===== config.mk =====
export PLATFORM = sky130hd
export DESIGN_NAME = ssp_tx_fifo_flat
export DESIGN_NICKNAME = d
export VERILOG_FILES = /design/src/rtl/ssp_pkg.sv /design/src/rtl/ssp_tx_fifo_if.sv /design/src/rtl/ssp_tx_fifo.sv /design/src/flat_wrapper.sv
export SDC_FILE = /design/constraint.sdc
export NUM_CORES = 1
export LEC_CHECK = 0
export BUFFER_PORTS_ARGS = -buffer_cell sky130_fd_sc_hd__clkbuf_2
export CELL_PAD_IN_SITES_DETAIL_PLACEMENT = 0
export CELL_PAD_IN_SITES_GLOBAL_PLACEMENT = 1
export CORE_ASPECT_RATIO = 0.75
export CORE_MARGIN = 5
export CORE_UTILIZATION = 40
export DETAILED_ROUTE_END_ITERATION = 10
export PLACE_DENSITY = 0.86
export SYNTH_ARGS = -nofsm -noshare
export SYNTH_HDL_FRONTEND = slang
export SYNTH_SLANG_ARGS = --single-unit

===== constraint.sdc =====
create_clock -name PCLK -period 2.27 [get_ports PCLK]
set_input_delay 0 -clock PCLK [delete_from_list [all_inputs] [get_ports PCLK]]
set_output_delay 0 -clock PCLK [all_outputs]
set_load 0.005 [all_outputs]

===== src/rtl/ssp_pkg.sv =====
// Shared SSP package: FIFO width/depth defaults and the pointer and level
// widths derived from them. Used by both the TX and RX FIFOs.
package ssp_pkg;

  localparam int unsigned SspFifoWidth = 8;
  localparam int unsigned SspFifoDepth = 4;

  // Pointer wraps naturally at depth; level needs one extra bit to hold depth.
  localparam int unsigned SspPtrW = $clog2(SspFifoDepth);
  localparam int unsigned SspLvlW = SspPtrW + 1;

endpackage


===== src/rtl/ssp_tx_fifo_if.sv =====
// SSP TX FIFO bus interface.
//   APB side  : PSEL, PWRITE, PWDATA (push requests), SSPTXINTR, overrun
//   TX side   : TxData, tx_valid, tx_ready (valid/ready drain)
//   Status    : fifo_empty, tx_level
// Modport master drives requests and ready; modport slave is the FIFO itself.
interface ssp_tx_fifo_if
  import ssp_pkg::*;
#(
  parameter int unsigned FIFO_WIDTH = SspFifoWidth,
  parameter int unsigned FIFO_DEPTH = SspFifoDepth
);

  localparam int unsigned LvlW = $clog2(FIFO_DEPTH) + 1;

  logic                  PSEL;
  logic                  PWRITE;
  logic [FIFO_WIDTH-1:0] PWDATA;
  logic [FIFO_WIDTH-1:0] TxData;
  logic                  tx_valid;
  logic                  tx_ready;
  logic                  SSPTXINTR;
  logic                  fifo_empty;
  logic [LvlW-1:0]       tx_level;
  logic                  overrun;

  modport master (
    output PSEL, PWRITE, PWDATA, tx_ready,
    input  TxData, tx_valid, SSPTXINTR, fifo_empty, tx_level, overrun
  );

  modport slave (
    input  PSEL, PWRITE, PWDATA, tx_ready,
    output TxData, tx_valid, SSPTXINTR, fifo_empty, tx_level, overrun
  );

endinterface


===== src/rtl/ssp_tx_fifo.sv =====
// SSP transmit FIFO. CPU pushes words over APB, transmit logic drains them
// via valid/ready. Reports full (SSPTXINTR), empty, fill level and a sticky
// overrun flag for writes attempted while full.
// Ports:
//   PCLK  - clock, all state changes on rising edge
//   CLEAR - synchronous active-high reset; clears pointers, level, overrun, storage
//   bus   - ssp_tx_fifo_if slave modport (APB push, TX drain, status)
module ssp_tx_fifo
  import ssp_pkg::*;
#(
  parameter int unsigned FIFO_WIDTH = SspFifoWidth,
  parameter int unsigned FIFO_DEPTH = SspFifoDepth
) (
  input logic           PCLK,
  input logic           CLEAR,
  ssp_tx_fifo_if.slave  bus
);

  localparam int unsigned PtrW = $clog2(FIFO_DEPTH);
  localparam int unsigned LvlW = PtrW + 1;

  logic [FIFO_WIDTH-1:0] mem_q [FIFO_DEPTH];
  logic [FIFO_WIDTH-1:0] mem_d [FIFO_DEPTH];
  logic [PtrW-1:0]       wr_ptr_q, wr_ptr_d;
  logic [PtrW-1:0]       rd_ptr_q, rd_ptr_d;
  logic [LvlW-1:0]       count_q, count_d;
  logic                  overrun_q, overrun_d;

  logic full, empty, wr_req, push, pop;

  // Full/empty come from the registered count only, so a write while full is
  // dropped even when a pop happens in the same cycle.
  always_comb begin
    full   = (count_q == LvlW'(FIFO_DEPTH));
    empty  = (count_q == '0);
    wr_req = bus.PSEL && bus.PWRITE;
    push   = wr_req && !full;
    pop    = !empty && bus.tx_ready;
  end

  always_comb begin
    mem_d     = mem_q;
    wr_ptr_d  = wr_ptr_q;
    rd_ptr_d  = rd_ptr_q;
    count_d   = count_q;
    overrun_d = overrun_q | (wr_req && full);

    if (push) begin
      mem_d[wr_ptr_q] = bus.PWDATA;
      wr_ptr_d        = wr_ptr_q + PtrW'(1);
    end
    if (pop) begin
      rd_ptr_d = rd_ptr_q + PtrW'(1);
    end

    case ({push, pop})
      2'b10:   count_d = count_q + LvlW'(1);
      2'b01:   count_d = count_q - LvlW'(1);
      default: count_d = count_q;
    endcase
  end

  always_ff @(posedge PCLK) begin
    if (CLEAR) begin
      mem_q     <= '{default: '0};
      wr_ptr_q  <= '0;
      rd_ptr_q  <= '0;
      count_q   <= '0;
      overrun_q <= 1'b0;
    end else begin
      mem_q     <= mem_d;
      wr_ptr_q  <= wr_ptr_d;
      rd_ptr_q  <= rd_ptr_d;
      count_q   <= count_d;
      overrun_q <= overrun_d;
    end
  end

  // Head word is forced to zero when empty so stale storage never leaks out.
  always_comb begin
    bus.TxData     = empty ? '0 : mem_q[rd_ptr_q];
    bus.tx_valid   = !empty;
    bus.SSPTXINTR  = full;
    bus.fifo_empty = empty;
    bus.tx_level   = count_q;
    bus.overrun    = overrun_q;
  end

endmodule

===== src/flat_wrapper.sv =====
// flat-port wrapper written by rule: the top's interface ports become plain ports
module ssp_tx_fifo_flat import ssp_pkg::*;
#(
  parameter int unsigned FIFO_WIDTH = SspFifoWidth,
  parameter int unsigned FIFO_DEPTH = SspFifoDepth
)
  (PCLK, CLEAR, bus_PSEL, bus_PWRITE, bus_PWDATA, bus_tx_ready, bus_TxData, bus_tx_valid, bus_SSPTXINTR, bus_fifo_empty, bus_tx_level, bus_overrun);
  ssp_tx_fifo_if #(.FIFO_WIDTH(FIFO_WIDTH), .FIFO_DEPTH(FIFO_DEPTH)) bus_i ();
  input logic PCLK;
  input logic CLEAR;
  input wire logic [$bits(bus_i.PSEL)-1:0] bus_PSEL;
  input wire logic [$bits(bus_i.PWRITE)-1:0] bus_PWRITE;
  input wire logic [$bits(bus_i.PWDATA)-1:0] bus_PWDATA;
  input wire logic [$bits(bus_i.tx_ready)-1:0] bus_tx_ready;
  output wire logic [$bits(bus_i.TxData)-1:0] bus_TxData;
  output wire logic [$bits(bus_i.tx_valid)-1:0] bus_tx_valid;
  output wire logic [$bits(bus_i.SSPTXINTR)-1:0] bus_SSPTXINTR;
  output wire logic [$bits(bus_i.fifo_empty)-1:0] bus_fifo_empty;
  output wire logic [$bits(bus_i.tx_level)-1:0] bus_tx_level;
  output wire logic [$bits(bus_i.overrun)-1:0] bus_overrun;
  assign bus_i.PSEL = bus_PSEL;
  assign bus_i.PWRITE = bus_PWRITE;
  assign bus_i.PWDATA = bus_PWDATA;
  assign bus_i.tx_ready = bus_tx_ready;
  assign bus_TxData = bus_i.TxData;
  assign bus_tx_valid = bus_i.tx_valid;
  assign bus_SSPTXINTR = bus_i.SSPTXINTR;
  assign bus_fifo_empty = bus_i.fifo_empty;
  assign bus_tx_level = bus_i.tx_level;
  assign bus_overrun = bus_i.overrun;
  ssp_tx_fifo #(.FIFO_WIDTH(FIFO_WIDTH), .FIFO_DEPTH(FIFO_DEPTH)) u_core (.PCLK(PCLK), .CLEAR(CLEAR), .bus(bus_i));
endmodule

# --- Yosys cells after proc, flatten, opt, wreduce, memory -nomap -nowiden ---
# Index checks and enable logic that the tools add are counted.
# W data, S select, Z words.
totals:
  input_bits: 13
  rom_bits: 0
  mem_count: 0
  ramBits: 0
  latchBits: 0
  word_cells: 38
  register_bits: 40
classes:
  n_bitwise: 3
  n_reduce_logical: 9
  order_cmp: 3
  add_sub_neg: 4
  n_eq_ne: 3
  n_div: 0
  n_mul: 0
  n_mux: 8
  shifts: 0
ops:
  columns: ["cell", "n"]
  rows:
  - ["$bwmux W32", 1]
  - ["$mux W8", 4]
  - ["$bmux W8 S2", 1]
  - ["$demux W8 S2", 1]
  - ["$ge A3 B3 Y1 const B", 2]
  - ["$not A2 Y3", 2]
  - ["$pmux W3 S2", 1]
  - ["$logic_and A1 B1 Y1", 5]
  - ["$add A2 B1 Y2 const B", 2]
  - ["$add A3 B1 Y3 const B", 1]
  - ["$eq A3 B3 Y1 const B", 1]
  - ["$logic_not A3 Y1", 1]
  - ["$lt A3 B1 Y1 const B", 1]
  - ["$sub A3 B1 Y3 const B", 1]
  - ["$eq A2 B1 Y1 const B", 1]
  - ["$eq A2 B2 Y1 const B", 1]
  - ["$logic_not A1 Y1", 2]
  - ["$reduce_bool A2 Y1", 1]
  - ["$or A1 B1 Y1", 1]

# --- Depth between registers and ports, before layout ---
logic_depth:
  depth_word: 6
  ltp_mapped: 9
  mapped_depth_nobuf: 8

# --- Worst setup path before layout ---
# No wires, ideal clock.
synth_timing:
  path_type: "register to register"
  start: "register u_core.count_q[2] (netlist: u_core.bus.tx_level[2])"
  end: "register u_core.count_q[2] (netlist: u_core.bus.tx_level[2])"
  path_stages_with_launch: 10
  setup_time_ps: 70
  arrival_time_ps: 2119
  t_required_ps: 2200
  path_slack_ps: 81
  period_less_slack_ps: 2189
  path_buffers: 1
  path_cell_list: "dfxtp_1 -> or3b_1 -> buf_6 -> nand3_1 -> ha_1 -> inv_1 -> fa_1 -> xor2_1 -> or3_1 -> a21oi_1"
synth_via:
  elab_chain_cells: 5
synth_lines:
  columns: ["element", "line", "rtl"]
  rows:
  - ["from (decl)", "ssp_tx_fifo.sv:26", "logic [LvlW-1:0] count_q, count_d;"]
  - ["from (signal assigned)", "ssp_tx_fifo.sv:74", "count_q <= count_d;"]
  - ["$eq A3 B3 Y1 / $logic_not A3 Y1 (equally long branches)", "ssp_tx_fifo.sv:34, ssp_tx_fifo.sv:35", null]
  - ["$logic_not A1 Y1 (on tied branches)", "ssp_tx_fifo.sv:37, ssp_tx_fifo.sv:38", null]
  - ["$logic_and A1 B1 Y1 (on tied branches)", "ssp_tx_fifo.sv:37, ssp_tx_fifo.sv:38", null]
  - ["$eq A2 B1 Y1 / $eq A2 B2 Y1 (equally long branches)", "ssp_tx_fifo.sv:56", "case ({push, pop})"]
  - ["$pmux W3 S2 / $reduce_bool A2 Y1 (equally long branches)", null, null]
# Several ways; a longest one is shown, not always the timed one.
# A chain may end at the register's enable or synchronous reset.

# --- Worst setup path after layout ---
layout_timing:
  start: "register u_core.count_q[1] (netlist: u_core.bus.tx_level[1])"
  end: "register u_core.count_q[2] (netlist: u_core.bus.tx_level[2])"
# The elaborated chain is that of the path after synthesis.

==> flow_summary.ini <==
[grt]
grt.total_usage = 0.132
grt_pass1_vias = 1410
grt_pass1_wl_um = 6710
grt_max_degree = 49
grt-ovfl-total = 0
antenna_found_initial = 0

[power]
peakVddDrop_mv = 0.342
seq_power_share = 0.414
p_per_area_nw_per_um2 = 842
netSwitchingFraction = 0.311
intPower_mw = 1.35
clkPwrFrac = 0.303
p_sw_mw = 0.610
p_leak_nw = 1.01
power_frac_comb = 0.283

[route]
num_vias = 1324
postRouteAntennaNets = 0
wl_per_cell_um = 13.8
drt_first_pass_iters = 4
wl_um = 3800
first_iter_violations = 56
drc = 0
avgViaCountPerCell = 4.80

[clock_network]
htree_levels = 2
ctsHoldBuffers = 0
clk_latency_ns = 0.29
cts_setup_buffers = 0
cts_num_sinks = 40
root_buffer = clkbuf_8
cts_buffer_depth = 2
clk_pin_slew_ns = 0.08
tritoncts = yes
ctsResizeCount = 0
numCtsBuffers = 5

[place]
io_buffers = 27
placed_area_um2 = 2210
gp_congestion = 0.738
dp_hpwl_um = 2650

[timing]
fin_crit_ns = 2.12
slew_violations = 0
final.period_utilization = 0.935
clock_skew_ns = 0.00742
rsz0062_at_grt = no
relSlewSlack = 0.528
hold_viol_final = 0
tns_ns = 0
timing.fmax_ghz = 0.471
setup_viol = 0
whs_ns = 0.0365
worst_pin_slew_ns = 0.707

[synth]
synth.avg_cell_area_um2 = 10.8
synth_top_area_cell = dfxtp_1
synthTopCellsByArea = dfxtp_1 (40%), mux2i_1 (16%), nand2b_1 (12%)
synthFlopType = dfxtp_1
synth.yosys.warnings = 0
synth.top_cell.area_share = 0.398
syn_inst = 187
synth_edf_count = 0
ys_ff_latch = 40
synthDistinctLibCells = 28
synth_nets = 206
yosysSeqAreaShare = 0.398
synthArstFlopShare = 0
netlist_area_um2 = 2010

[run_status]
outcome = completed

[final_layout]
nFillCells = 454
design_area_um2 = 2330
drive_above_1_share = 0.250
final_cell_mix = nand2b_1 (40), dfxtp_1 (39), mux2i_1 (32)
num_antenna_cells = 0
final_common_cell = nand2b_1
synthToLayoutAreaGrowth_pct = 15.5
multi_input_area_um2 = 1130
regArea_um2 = 802
fin_nets = 234

[worst_hold_path]
hold_depth = 3
whs_endpoint = u_core.mem_q[15]$_SDFFE_PP0P_
min_path_type = in -> reg
hp-start = bus_PWDATA[7]

[worst_setup_path]
crit_path_end_kind = register
worstRegToRegCells = 8
rrSetupSlack_ns = 0.15
worstPathArrival_ns = 2.34
crit_type = reg -> reg
worstSetupStartpointType = register
rr_endpoint = u_core.bus.tx_level[2]$_SDFFE_PP0P_
r2r-start = u_core.bus.tx_level[1]$_SDFFE_PP0P_
cp_max_fo = 6
required_ns = 2.49

[die]
die_x_um = 91.9
rows = 22
core-area_um2 = 4900
initial_utilization = 0.411
die_area_um2 = 6570
ios = 28
die_h_um = 71.5

[flow_run]
cap_violations = 0
==> area by class of cell <==
type                            instances  share of cell area
Multi-Input combinational cell        128               0.484
Clock inverter                          3              0.0204
Timing Repair Buffer                   32              0.0742
Inverter                                8              0.0151
Clock buffer                            5              0.0296
Tap cell                               60              0.0323
Sequential cell                        40               0.345
==> flip-flops by register name, summed over array words and instances, names as in the netlist <==
name	cells
u_core.rd_ptr_q	2
u_core.wr_ptr_q	2
u_core.bus.tx_level	3
u_core.bus.overrun	1
u_core.mem_q	32
==> Yosys cell counts, drive strengths merged, types with 2 or more instances <==
cell,instances
xor2,3
nand2b,40
mux4,8
buf,4
mux2i,32
nor2b,8
nor3b,2
clkbuf,7
ha,5
o21ai,4
nand4,5
a21oi,5
nand2,2
nor2,5
dfxtp,40
or3,3
inv,8
==> power groups by stage <==
stage / sequential [mW] / clock [mW] / combinational (mW)
finish: 0.811 / 0.593 / 0.555
floorplan: 0.800 / 0 / 0.393
global route: 0.823 / 0.645 / 0.628
global placement: 0.826 / 0 / 0.560
CTS: 0.811 / 0.608 / 0.565
detailed placement: 0.828 / 0 / 0.562
==> cells by family after synthesis <==
family | after synthesis | synth area share
DFF | 40 | 0.398
buffers and inverters | 19 | 0.0435
xor gates and xnor gates | 3 | 0.0130
adders and majority gates | 6 | 0.0410
muxes | 40 | 0.248
AOI/OAI and AO/OA | 11 | 0.0292
and+or+nand+nor | 68 | 0.227
==> critical path: stages (launching register included) <==
cell	delay [ns]
dfxtp_2	0.35
or3b_1	0.37
nand3_1	0.11
ha_1	0.18
inv_1	0.06
fa_1	0.37
xor2_1	0.16
or3_1	0.31
a21oi_1	0.14
==> how the worst max path moves through the flow <==
stage	from	end	cells after the start
6_report	u_core.bus.tx_level[1]$_SDFFE_PP0P_	u_core.bus.tx_level[2]$_SDFFE_PP0P_	8
5_1_grt	u_core.bus.tx_level[1]$_SDFFE_PP0P_	u_core.bus.tx_level[2]$_SDFFE_PP0P_	8
4_1_cts	u_core.bus.tx_level[1]$_SDFFE_PP0P_	u_core.bus.tx_level[2]$_SDFFE_PP0P_	8
3_5_place_dp	u_core.bus.tx_level[1]$_SDFFE_PP0P_	u_core.bus.tx_level[2]$_SDFFE_PP0P_	8
3_3_place_gp	u_core.bus.tx_level[1]$_SDFFE_PP0P_	u_core.bus.tx_level[2]$_SDFFE_PP0P_	8
2_1_floorplan	u_core.bus.tx_level[2]$_SDFFE_PP0P_	u_core.bus.tx_level[2]$_SDFFE_PP0P_	9
==> per-layer routing <==
metal,global-route usage,part of all wire,vias up
met5,0,0,-
met4,0.0461,0.010,0
met3,0.0472,0.037,4
met2,0.211,0.45,18
met1,0.167,0.50,605
li1,-,-,697
==> through the flow <==
stage,std cells,utilization,worst slack [ns],power [mW]
finish,276,0.475,0.147,1.96
global route,276,0.475,0.00923,2.10
CTS,276,0.475,0.123,1.98
detailed placement,268,0.451,0.171,1.39
global placement,268,0.451,0.187,1.39
floorplan,187,-,0.0813,1.19
No activity file was read; power rests on OpenSTA's default activity.
